## src/rtl/pixel_frame_collector.sv

```systemverilog
// pixel_frame_collector: packs NUM_PIX serial pixel words into one frame word.
// Optional running-XOR output frame_xsum is built when FRAME_CHECKSUM_EN is defined.
module pixel_frame_collector #(
   parameter int DATA_W  = 32,
   parameter int NUM_PIX = 9,
   parameter int CNT_W   = 7
) (
   input  logic                      clk,
   input  logic                      reset,
   input  logic [DATA_W-1:0]         pixel_in,
   input  logic                      pixel_valid,
   output logic                      pixel_ready,
   input  logic                      frame_abort,
   output logic [NUM_PIX*DATA_W-1:0] frame_out,
   output logic                      frame_valid,
   input  logic                      frame_ready,
   output logic [CNT_W-1:0]          pixel_count,
   output logic                      overrun_err
`ifdef FRAME_CHECKSUM_EN
   ,
   output logic [DATA_W-1:0]         frame_xsum
`endif
);

   typedef enum logic {
      COLLECT = 1'b0,
      HOLD    = 1'b1
   } state_e;

   state_e                      state_q, state_d;
   logic [CNT_W-1:0]            count_q, count_d;
   logic [NUM_PIX*DATA_W-1:0]   frame_q;
   logic                        overrun_q, overrun_d;
   logic                        accept;
   logic                        last;

   // a pixel is taken only while collecting; abort drops it
   assign accept = (state_q == COLLECT) && pixel_valid && !frame_abort;
   assign last   = (count_q == CNT_W'(NUM_PIX - 1));

   // state register
   always_ff @(posedge clk or posedge reset) begin
      if (reset) state_q <= COLLECT;
      else       state_q <= state_d;
   end

   // next-state: fill to HOLD, leave HOLD on consumer handshake
   always_comb begin
      state_d = state_q;
      unique case (state_q)
         COLLECT: if (accept && last) state_d = HOLD;
         HOLD:    if (frame_ready)    state_d = COLLECT;
         default: state_d = COLLECT;
      endcase
   end

   // handshake outputs follow the registered state directly
   always_comb begin
      pixel_ready = (state_q == COLLECT);
      frame_valid = (state_q == HOLD);
   end

   // pixel counter and sticky overrun next-state
   always_comb begin
      count_d   = count_q;
      overrun_d = overrun_q | ((state_q == HOLD) && pixel_valid);
      if (state_q == COLLECT) begin
         if (frame_abort)  count_d = '0;
         else if (accept)  count_d = last ? '0 : count_q + 1'b1;
      end
   end

   // counter and error flag registers
   always_ff @(posedge clk or posedge reset) begin
      if (reset) begin
         count_q   <= '0;
         overrun_q <= 1'b0;
      end else begin
         count_q   <= count_d;
         overrun_q <= overrun_d;
      end
   end

   // slot storage: only the addressed slot is written
   always_ff @(posedge clk or posedge reset) begin
      if (reset) begin
         frame_q <= '0;
      end else if (accept) begin
         for (int k = 0; k < NUM_PIX; k++) begin
            if (count_q == CNT_W'(k)) frame_q[k*DATA_W +: DATA_W] <= pixel_in;
         end
      end
   end

`ifdef FRAME_CHECKSUM_EN
   logic [DATA_W-1:0] xsum_q, xsum_d;

   // running XOR, restarted by abort and by frame handoff
   always_comb begin
      xsum_d = xsum_q;
      if (state_q == COLLECT) begin
         if (frame_abort) xsum_d = '0;
         else if (accept) xsum_d = xsum_q ^ pixel_in;
      end else if (frame_ready) begin
         xsum_d = '0;
      end
   end

   // checksum register
   always_ff @(posedge clk or posedge reset) begin
      if (reset) xsum_q <= '0;
      else       xsum_q <= xsum_d;
   end

   assign frame_xsum = xsum_q;
`endif

   assign frame_out   = frame_q;
   assign pixel_count = count_q;
   assign overrun_err = overrun_q;

endmodule

```

## config.mk

```make
export PLATFORM = sky130hd
export DESIGN_NAME = pixel_frame_collector
export DESIGN_NICKNAME = d
export VERILOG_FILES = /design/src/rtl/pixel_frame_collector.sv
export SDC_FILE = /design/constraint.sdc
export NUM_CORES = 1
export LEC_CHECK = 0
export ABC_CLOCK_PERIOD_IN_PS = 10600
export BUFFER_PORTS_ARGS = -buffer_cell sky130_fd_sc_hd__clkbuf_2
export CORE_MARGIN = 4
export CORE_UTILIZATION = 45
export CTS_BUF_LIST = sky130_fd_sc_hd__clkbuf_16
export DETAILED_ROUTE_END_ITERATION = 10
export PLACE_DENSITY = 0.71
export SKIP_LAST_GASP = 1
export SLEW_MARGIN = 20
export SYNTH_ARGS = -nofsm -noshare
export SYNTH_HDL_FRONTEND = slang
export SYNTH_SLANG_ARGS = --single-unit
```

## constraint.sdc

```tcl
create_clock -name clk -period 10.6 [get_ports clk]
set_input_delay 0.53 -clock clk [delete_from_list [all_inputs] [get_ports clk]]
set_output_delay 0.53 -clock clk [all_outputs]
set_load 0.03 [all_outputs]
```

==> metrics.csv, run 1 <==
stage;metric;value;unit
timing;actual slew at the worst max-slew pin;1150;ps
worst_setup_path;CP Launch Type;register;
synthesis;Post-synth top cells;297 x dfrtp_1, 250 x mux2_2, 29 x mux2_4;
clocking;CTS Sinks;297;
synthesis;Syn Area/Cell;16.8;sq um
layout;NumNets Final;1059;
clocking;CTS Hold Buffers Added;0;
timing;setup total negative slack;0;ps
detailed_routing;Via density;5.22;
synthesis;sequential fraction of the synthesis area;65.0;%
floorplanning;Starting Density;45.6;%
placement;Placed Instance Area;0.0134;sq mm
timing;post-route minimum period;2970;ps
global_routing;vias in the first global route;7408;
floorplanning;chip height;167;um
floorplanning;Die ar.;0.0280;sq mm
detailed_routing;routed via count;7154;
worst_setup_path;crit path capture type;register;
timing;unrepaired setup endpoints after global routing;false;
detailed_routing;DR pass1 iterations;4;
worst_setup_path;reg2reg path depth;6;
synthesis;largest area contributor in the netlist;dfrtp_1;
worst_setup_path;RR Startpoint;pixel_count[0];
worst_setup_path;CP cell instances;inv_1 > ha_1 > nand4bb_2 > or4b_2 > buf_4 > mux2_4;
synthesis;Synth area leaders;dfrtp_1 65%, mux2_2 25%, mux2_4 3.8%, mux2_1 0.89%, clkbuf_1 0.59%;
detailed_routing;post-DR wirelength/cell;21.7;um
timing;Max-slew headroom;23.3;%
worst_setup_path;Critical Path Fanout Max;17;
clocking;Post-CTS Setup Repair Bufs;0;
synthesis;Synth Warn #;0;
worst_setup_path;CP max stage cell;or4b_2;
clocking;clock buffer depth;3;
worst_hold_path;worst hold path type;in -> async;
layout;synth-to-layout area growth;24.9;%
synthesis;Mapped Cells;682;
synthesis;ys async rst share;100;%
clocking;CTS Root Buffer Type;clkbuf_16;
clocking;CTS buffer count;30;
detailed_routing;post-route ant nets;0;
synthesis;EDFF count, synth;0;
global_routing;first-pass GRT wire length;46.2;mm
placement;Placer Congestion;0.838;
clocking;CTS H-tree lvls;1;
job;MaxCap Viol Count;0;
synthesis;register bit total from synthesis;297;
timing;Tcrit/Tclk final;28.0;%
clocking;clk_lat worst skew;550;ps
power_and_ir_drop;Worst VDD drop;0.162;mV
timing;fmax;337;MHz
global_routing;gr ovfl total;0;
timing;Final setup viols;0;
global_routing;gr usage total;20.8;%
clocking;# resized after CTS;0;
worst_setup_path;Arr. time, crit path;3390;ps
placement;DP HPWL;20.0;mm
timing;Final Hold Vio Count;0;
floorplanning;I/O pin total;335;
floorplanning;row count;58;
timing;clk_skew;17.5;ps
layout;layout cells sized above 1;64.0;%
layout;Fillers;2074;
floorplanning;chip width;167;um
detailed_routing;starting DRC count in detailed routing;440;
clocking;clock transition at the registers of the reported paths;60;ps
synthesis;Synth top area share;65.0;%
worst_setup_path;CP endpoint;frame_out[280];
layout;Design Area, Final;0.0143;sq mm
detailed_routing;DRC violations left;0;
placement;port bufs;334;
synthesis;syn_nets;723;
synthesis;count leader, synth;dfrtp_1;
detailed_routing;Routed Wire Length;29.7;mm
worst_setup_path;crit path from;pixel_count[0];
global_routing;initial antenna violation count;0;
worst_setup_path;RR Endpoint;frame_out[280];
worst_setup_path;Critical Path RT;11020;ps
global_routing;largest net degree at the start of global routing;160;
power_and_ir_drop;Pwr per Cell Area;224;mW/mm^2
synthesis;Synth cell types;36;
synthesis;Post-Syn Area;0.0114;sq mm
clocking;CTS tree;built;
synthesis;Synth Flop Type;dfrtp_1;
timing;Max Slew Vio Count;0;
run_status;status;finished, final reports clean;
power_and_ir_drop;Static Leak;7.74;nW
worst_setup_path;WS Path Type;reg -> reg;
worst_setup_path;crit-path max cell delay;1070;ps
layout;final antenna diode count;0;
worst_setup_path;worst reg2reg setup slack;7630;ps
floorplanning;Core Box Area;0.0251;sq mm
==> registers in the layout (all words and copies together), names as in the netlist <==
| register | cells |
|---|---|
| overrun_err | 1 |
| frame_out | 288 |
| pixel_count | 7 |
| frame_valid | 1 |
==> metal layers <==
layer / vias up / part of all wire [%] / track usage (%)
met5: - / 0 / 0
met4: 0 / 2.6 / 5.68
met3: 48 / 8.7 / 6.70
met2: 274 / 46 / 32.8
met1: 3708 / 42 / 28.2
li1: 3124 / - / -
==> per-stage QoR <==
stage	instances	util, %	setup WS (ps)	hold WS, ps	total power [W]
finish	1370	56.9	7630	142	0.00320
global route	1370	56.9	7490	203	0.00334
CTS	1370	56.9	7650	179	0.00323
detailed placement	1316	53.3	7570	453	0.00224
global placement	1316	53.3	7660	444	0.00222
floorplan	682	-	1870	626	0.00196
==> worst max-delay path: cells and delay by family (launching register included) <==
kind	cells	cell delay [ps]
flip-flops	1	470
adder cells (fa/ha/maj)	1	230
buffers and inverters	2	550
multiplexers	1	340
AND/OR/NAND/NOR	2	1240
==> cells in the final DEF, fill, tap and decap left out, types with 2 or more instances in the layout <==
cell type  instances
nor3_1             2
clkbuf_2         334
mux2_1             9
clkinv_2           3
ha_1               4
clkbuf_16         31
clkinv_1           6
mux2_2           250
dfrtp_1          297
nand2_1            5
nand3_1            4
o211ai_1           2
nor2_1             2
inv_1             16
bufinv_16          2
mux2_4            29
buf_4              5
and4b_2            3
o21ai_0            7
nand4_1            8
==> cells by family after synthesis <==
logic type | count (synthesis) | share of synthesized area (%)
flip-flops | 297 | 65.0
multiplexers | 289 | 29.4
buffers and inverters | 41 | 2.10
AND/OR/NAND/NOR | 36 | 2.31
AO/OA/AOI/OAI | 15 | 0.820
adder cells (fa/ha/maj) | 4 | 0.437
==> power breakdown <==
group | internal, W | leakage [nW] | switching, W
clock network | 0.000570 | 0.495 | 0.000417
logic | 0.000257 | 3.30 | 0.000544
registers | 0.00131 | 3.94 | 0.0000977
total | 0.00214 | 7.74 | 0.00106
==> how the worst min path moves through the flow <==
stage / cells after the start / to / slack (ps) / start
global route: 2 / frame_valid / 200 / frame_ready
floorplan: 1 / frame_valid / 630 / frame_ready
global placement: 1 / overrun_err / 440 / overrun_err
finish: 2 / frame_out[80] / 140 / reset
CTS: 2 / frame_valid / 180 / frame_ready
detailed placement: 1 / overrun_err / 450 / overrun_err
==> area by class of cell <==
type	instances	area [sq um]	area share (%)
multi-input cells	344	3780	26.4
clock buffers	31	776	5.43
inverters	5	26.3	0.184
well taps	330	413	2.89
clock inverters	23	143	0.998
repair buffers	340	1730	12.1
flip-flops and latches	297	7430	52.0
Note: power is estimated with default switching activity, not from simulation.
==> inputs of run 2 (changes only) <==
--- a/config.mk
+++ b/config.mk
@@ -5,7 +5,7 @@
 export SDC_FILE = /design/constraint.sdc
 export NUM_CORES = 1
 export LEC_CHECK = 0
-export ABC_CLOCK_PERIOD_IN_PS = 10600
+export ABC_CLOCK_PERIOD_IN_PS = 2850
 export BUFFER_PORTS_ARGS = -buffer_cell sky130_fd_sc_hd__clkbuf_2
 export CORE_MARGIN = 4
 export CORE_UTILIZATION = 45
==> constraint.sdc (replaced) <==
create_clock -name clk -period 2.85 [get_ports clk]
set_input_delay 0.1425 -clock clk [delete_from_list [all_inputs] [get_ports clk]]
set_output_delay 0.1425 -clock clk [all_outputs]
set_load 0.03 [all_outputs]
==> metrics.csv, run 2 (synthesis results as in run 1) <==
stage;metric;value;unit
run_status;status;finished, final reports clean;
clocking;CTS Sinks;297;
timing;Max-slew headroom;35.5;%
power_and_ir_drop;Pwr per Cell Area;804;mW/mm^2
clocking;clk_lat worst skew;530;ps
layout;final antenna diode count;0;
layout;Fillers;2008;
global_routing;first-pass GRT wire length;47.0;mm
layout;NumNets Final;1109;
timing;actual slew at the worst max-slew pin;966;ps
power_and_ir_drop;Worst VDD drop;0.520;mV
global_routing;met1 Usage GRT;28.0;%
worst_hold_path;worst hold path type;in -> reg;
layout;Final Core Density;59.0;%
worst_setup_path;Critical Path RT;3270;ps
layout;most frequent cells in the layout;334 x clkbuf_2, 297 x dfrtp_1, 250 x mux2_2, 31 x clkbuf_16, 29 x mux2_4;
global_routing;met2 usage in global routing;34.6;%
layout;fin cells;1421;
clocking;CTS H-tree lvls;1;
power_and_ir_drop;Tot Pwr;0.0119;W
layout;area of the multi-input gates;0.00377;sq mm
global_routing;largest net degree at the start of global routing;44;
clocking;# resized after CTS;0;
placement;pre-CTS WS;444;ps
timing;Final Hold Vio Count;0;
worst_setup_path;Worst Path Buf+Inv;2;
placement;port bufs;334;
clocking;CTS Root Buffer Type;clkbuf_16;
detailed_routing;DR pass1 iterations;8;
worst_setup_path;reg2reg path depth;6;
layout;most common cell after layout, fill and taps aside;clkbuf_2;
job;MaxCap Viol Count;0;
worst_setup_path;CP Launch Type;register;
detailed_routing;post-DR wirelength/cell;21.3;um
worst_setup_path;Crit path depth;6;
floorplanning;I/O pin total;335;
worst_setup_path;Critical Path Fanout Max;19;
timing;final worst-path setup slack;435;ps
clocking;CTS buffer count;30;
floorplanning;Core Box Area;0.0251;sq mm
detailed_routing;Routed Wire Length;30.3;mm
worst_hold_path;Hold Path Cell Cnt;2;
layout;synth-to-layout area growth;29.5;%
detailed_routing;routed via count;7365;
timing;Max Slew Vio Count;0;
global_routing;grt met3 use;6.30;%
worst_setup_path;CP max stage cell;or4b_2;
floorplanning;chip height;167;um
global_routing;Top Usage Layer GRT;met2;
worst_setup_path;cell family with most CP delay;simple AND/OR/NAND/NOR gates;
floorplanning;Starting Density;45.6;%
timing;unrepaired setup endpoints after global routing;false;
layout;Storage cell area;0.00743;sq mm
layout;number of flip-flops in the largest register;288;
placement;Placer Congestion;0.828;
clocking;clock transition at the registers of the reported paths;60;ps
worst_setup_path;crit path capture type;register;
worst_setup_path;WS Path Type;reg -> reg;
global_routing;vias in the first global route;7747;
placement;DP Cell Count;1339;
timing;clk_skew;8.88;ps
timing;fmax;414;MHz
detailed_routing;DRC violations left;0;
floorplanning;chip width;167;um
detailed_routing;post-route ant nets;0;
global_routing;gr ovfl total;0;
floorplanning;row count;58;
floorplanning;Die ar.;0.0280;sq mm
clocking;CTS tree;built;
timing;Final setup viols;0;
worst_setup_path;crit-path max cell delay;680;ps
global_routing;initial antenna violation count;0;
clocking;clock buffer depth;3;
timing;Tcrit/Tclk final;84.7;%
worst_setup_path;CP cell instances;inv_1 > ha_1 > nand4bb_2 > or4b_2 > buf_4 > mux2_4;
global_routing;gr usage total;21.1;%
detailed_routing;starting DRC count in detailed routing;393;
layout;layout cells sized above 1;63.2;%
worst_setup_path;Arr. time, crit path;2830;ps
placement;DP HPWL;21.0;mm
detailed_routing;Via density;5.18;
power_and_ir_drop;Static Leak;7.95;nW
timing;post-route minimum period;2410;ps
[run 2: cell count changes in the layout (fill, tap and decap cells not counted), sizes merged]
cell	before	now
buf	6	29
inv	17	9
dlygate4sd3	0	27
clkinv	9	16
clkinvlp	0	3
bufinv	2	1
[run 2: timing repair]
item | 4_1_cts | 5_1_grt
hold buffers | 27 | 0
buffers inserted | 0 | 0
endpoints found under the hold margin | 174 | 0
[run 2: power by group]
group	internal [W]	switching, W	leakage, nW
Combinational	0.00101	0.00207	3.56
Sequential	0.00487	0.000361	3.94
Clock	0.00204	0.00158	0.455
Total	0.00792	0.00400	7.95
[run 2: layout make-up]
class                   instances  share of cell area, %
clock inverters                24                  0.861
inverters                       5                  0.152
multi-input cells             344                   25.5
well taps                     330                   2.79
clock buffers                  31                   5.24
flip-flops and latches        297                   50.2
repair buffers                390                   15.3
[run 2: worst paths after layout]
path | startpoint | endpoint | slack (ps)
min | pixel_in[4] | frame_out[228] | 10
min reg2reg | overrun_err | overrun_err | 460
max in group asynchronous | reset | frame_out[174] | 1680
min in group asynchronous | reset | frame_out[42] | 360
max reg2reg | pixel_count[0] | frame_out[269] | 440
max | pixel_count[0] | frame_out[269] | 440
[run 2: through the flow]
| stage | hold slack (ps) | instance area (sq um) | setup TNS [ps] |
|---|---|---|---|
| 3_3_place_gp | 325 | 13600 | 0 |
| 3_5_place_dp | 334 | 13600 | 0 |
| 5_1_grt | 14.8 | 14800 | 0 |
| 6_report | 14.7 | 14800 | 0 |
| 4_1_cts | 3.36 | 14800 | 0 |
| 2_1_floorplan | 239 | 11400 | -367570 |
[run 2: metal layers]
layer | vias to the layer above | share of wire [%]
li1 | 3214 | -
met1 | 3807 | 41
met2 | 294 | 48
met3 | 50 | 8.5
met4 | 0 | 2.2
met5 | - | 0
==> inputs of run 3 (changes only) <==
--- a/config.mk
+++ b/config.mk
@@ -5,13 +5,13 @@
 export SDC_FILE = /design/constraint.sdc
 export NUM_CORES = 1
 export LEC_CHECK = 0
-export ABC_CLOCK_PERIOD_IN_PS = 2850
+export ABC_CLOCK_PERIOD_IN_PS = 2210
 export BUFFER_PORTS_ARGS = -buffer_cell sky130_fd_sc_hd__clkbuf_2
 export CORE_MARGIN = 4
 export CORE_UTILIZATION = 45
 export CTS_BUF_LIST = sky130_fd_sc_hd__clkbuf_16
 export DETAILED_ROUTE_END_ITERATION = 10
-export PLACE_DENSITY = 0.71
+export PLACE_DENSITY = 0.74
 export SKIP_LAST_GASP = 1
 export SLEW_MARGIN = 20
 export SYNTH_ARGS = -nofsm -noshare
==> constraint.sdc (replaced) <==
create_clock -name clk -period 2.21 [get_ports clk]
set_input_delay 0.1105 -clock clk [delete_from_list [all_inputs] [get_ports clk]]
set_output_delay 0.1105 -clock clk [all_outputs]
set_load 0.03 [all_outputs]
==> metrics.csv, run 3 (synthesis results as in run 1) <==
stage;metric;value;unit
run_status;status;finished, final reports clean;
floorplanning;chip height;167;um
clocking;clock buffer depth;3;
global_routing;gr ovfl total;0;
power_and_ir_drop;Worst VDD drop;0.972;mV
detailed_routing;post-DR wirelength/cell;21.0;um
global_routing;vias in the first global route;7780;
worst_setup_path;CP cell instances;inv_1 > ha_1 > nand4bb_2 > or4b_4 > clkbuf_16 > mux2_4;
layout;number of flip-flops in the largest register;288;
timing;Max-slew headroom;57.6;%
layout;final antenna diode count;0;
power_and_ir_drop;combinational group share of total power;25.0;%
worst_setup_path;RR Startpoint;pixel_count[1];
worst_hold_path;WHS Endpoint;frame_out[196];
floorplanning;chip width;167;um
layout;synth-to-layout area growth;32.0;%
worst_hold_path;Hold Path Cell Cnt;2;
placement;Placed Instance Area;0.0137;sq mm
worst_hold_path;worst hold path type;in -> reg;
layout;layout cells sized above 1;63.9;%
timing;post-route minimum period;2030;ps
detailed_routing;post-route ant nets;0;
timing;Tcrit/Tclk final;92.0;%
detailed_routing;DR pass1 iterations;4;
floorplanning;I/O pin total;335;
floorplanning;Core Box Area;0.0251;sq mm
power_and_ir_drop;power share of the sequential group;42.6;%
worst_setup_path;crit-path max cell delay;580;ps
timing;actual slew at the worst max-slew pin;636;ps
timing;Final setup viols;0;
floorplanning;Starting Density;45.6;%
power_and_ir_drop;switching power;0.00517;W
placement;port bufs;334;
global_routing;initial antenna violation count;0;
timing;unrepaired setup endpoints after global routing;false;
layout;Design Area, Final;0.0151;sq mm
layout;Final Core Density;60.1;%
detailed_routing;starting DRC count in detailed routing;406;
timing;Final Hold Vio Count;0;
clocking;CTS H-tree lvls;1;
power_and_ir_drop;Static Leak;8.09;nW
placement;DP Cell Count;1343;
floorplanning;row count;58;
layout;Storage cell area;0.00743;sq mm
worst_setup_path;crit path capture type;register;
clocking;clock transition at the registers of the reported paths;60;ps
worst_setup_path;Critical Path Fanout Max;16;
clocking;CTS buffer count;30;
worst_setup_path;reg2reg path depth;6;
worst_setup_path;CP max stage cell;or4b_4;
worst_hold_path;min-delay src;pixel_in[4];
clocking;CTS Root Buffer Type;clkbuf_16;
layout;area of the multi-input gates;0.00378;sq mm
worst_setup_path;CP Launch Type;register;
timing;fmax;492;MHz
worst_setup_path;Arr. time, crit path;2450;ps
clocking;CTS Sinks;297;
worst_setup_path;worst reg2reg setup slack;180;ps
global_routing;first-pass GRT wire length;46.5;mm
power_and_ir_drop;Net Sw Frac;32.6;%
power_and_ir_drop;Pwr per Cell Area;1050;mW/mm^2
power_and_ir_drop;Tot Pwr;0.0159;W
floorplanning;Die ar.;0.0280;sq mm
layout;Fillers;1937;
placement;Placer Congestion;0.798;
placement;DP HPWL;20.4;mm
layout;fin cells;1431;
timing;Max Slew Vio Count;0;
detailed_routing;Via density;5.17;
power_and_ir_drop;power share of the clock group;32.4;%
layout;most common cell after layout, fill and taps aside;clkbuf_2;
timing;clk_skew;8.53;ps
layout;NumNets Final;1120;
detailed_routing;routed via count;7394;
layout;most frequent cells in the layout;334 x clkbuf_2, 297 x dfrtp_1, 250 x mux2_2, 33 x dlygate4sd3_1, 32 x clkbuf_16;
job;MaxCap Viol Count;0;
worst_setup_path;RR Endpoint;frame_out[269];
detailed_routing;DRC violations left;0;
worst_setup_path;WS Path Type;reg -> reg;
power_and_ir_drop;Internal;0.0107;W
worst_setup_path;Critical Path RT;2630;ps
global_routing;gr usage total;20.9;%
detailed_routing;Routed Wire Length;30.1;mm
clocking;clk_lat worst skew;540;ps
clocking;CTS tree;built;
global_routing;largest net degree at the start of global routing;114;
[run 3: cell count changes in the layout (fill, tap and decap cells not counted), sizes merged]
cell	delta
clkbuf	+1
dlygate4sd3	+6
clkinvlp	-1
bufinv	+4
buf	+4
clkinv	-5
inv	+1
[run 3: what timing repair did]
item	in CTS	in global routing
resized for setup	0	1
endpoints found under the setup margin	0	32
endpoints found under the hold margin	456	0
hold buffers	33	0
setup buffers	0	0
[run 3: critical path, delay by kind of cell (launching register included)]
| family | cells | cell delay, ps |
|---|---|---|
| adder cells (fa/ha/maj) | 1 | 190 |
| multiplexers | 1 | 310 |
| flip-flops | 1 | 380 |
| buffers and inverters | 2 | 310 |
| AND/OR/NAND/NOR | 2 | 710 |
[run 3: through the flow]
stage / TNS (ps) / hold WS (ps) / worst slack [ps]
after global routing: 0 / 25.3 / 100
after floorplan: -549640 / 207 / -1850
after CTS: 0 / 12.8 / 52.3
after detailed placement: 0 / 231 / 52.8
final: 0 / 40.4 / 177
after global placement: 0 / 227 / 87.4
[run 3: power groups by stage]
stage | Sequential [W] | Clock [W] | Combinational [W]
after floorplan | 0.00849 | 0 | 0.000904
after detailed placement | 0.00686 | 0 | 0.00396
after global routing | 0.00687 | 0.00550 | 0.00418
final | 0.00677 | 0.00515 | 0.00396
after CTS | 0.00677 | 0.00529 | 0.00401
after global placement | 0.00682 | 0 | 0.00391
[run 3: metal layers]
metal  wire length [um]  track usage, %
met1              12500            27.8
met2              14500            34.5
met3               2340            5.81
met4                773            5.08
met5                  0               0
[run 3: worst max path at each step]
stage	startpoint	end	cells after the start
detailed placement	pixel_count[1]	frame_out[276]	6
CTS	pixel_count[1]	frame_out[270]	6
global route	pixel_count[0]	frame_out[258]	6
finish	pixel_count[1]	frame_out[269]	6
floorplan	reset	frame_out[0]	1
global placement	pixel_count[0]	frame_out[270]	6
[run 3: cell type report]
type	instances	area share, %
Multi-Input combinational cell	344	25.0
Clock buffer	31	5.14
Inverter	5	0.149
Clock inverter	23	1.58
Sequential cell	297	49.2
Timing Repair Buffer	401	16.1
Tap cell	330	2.73
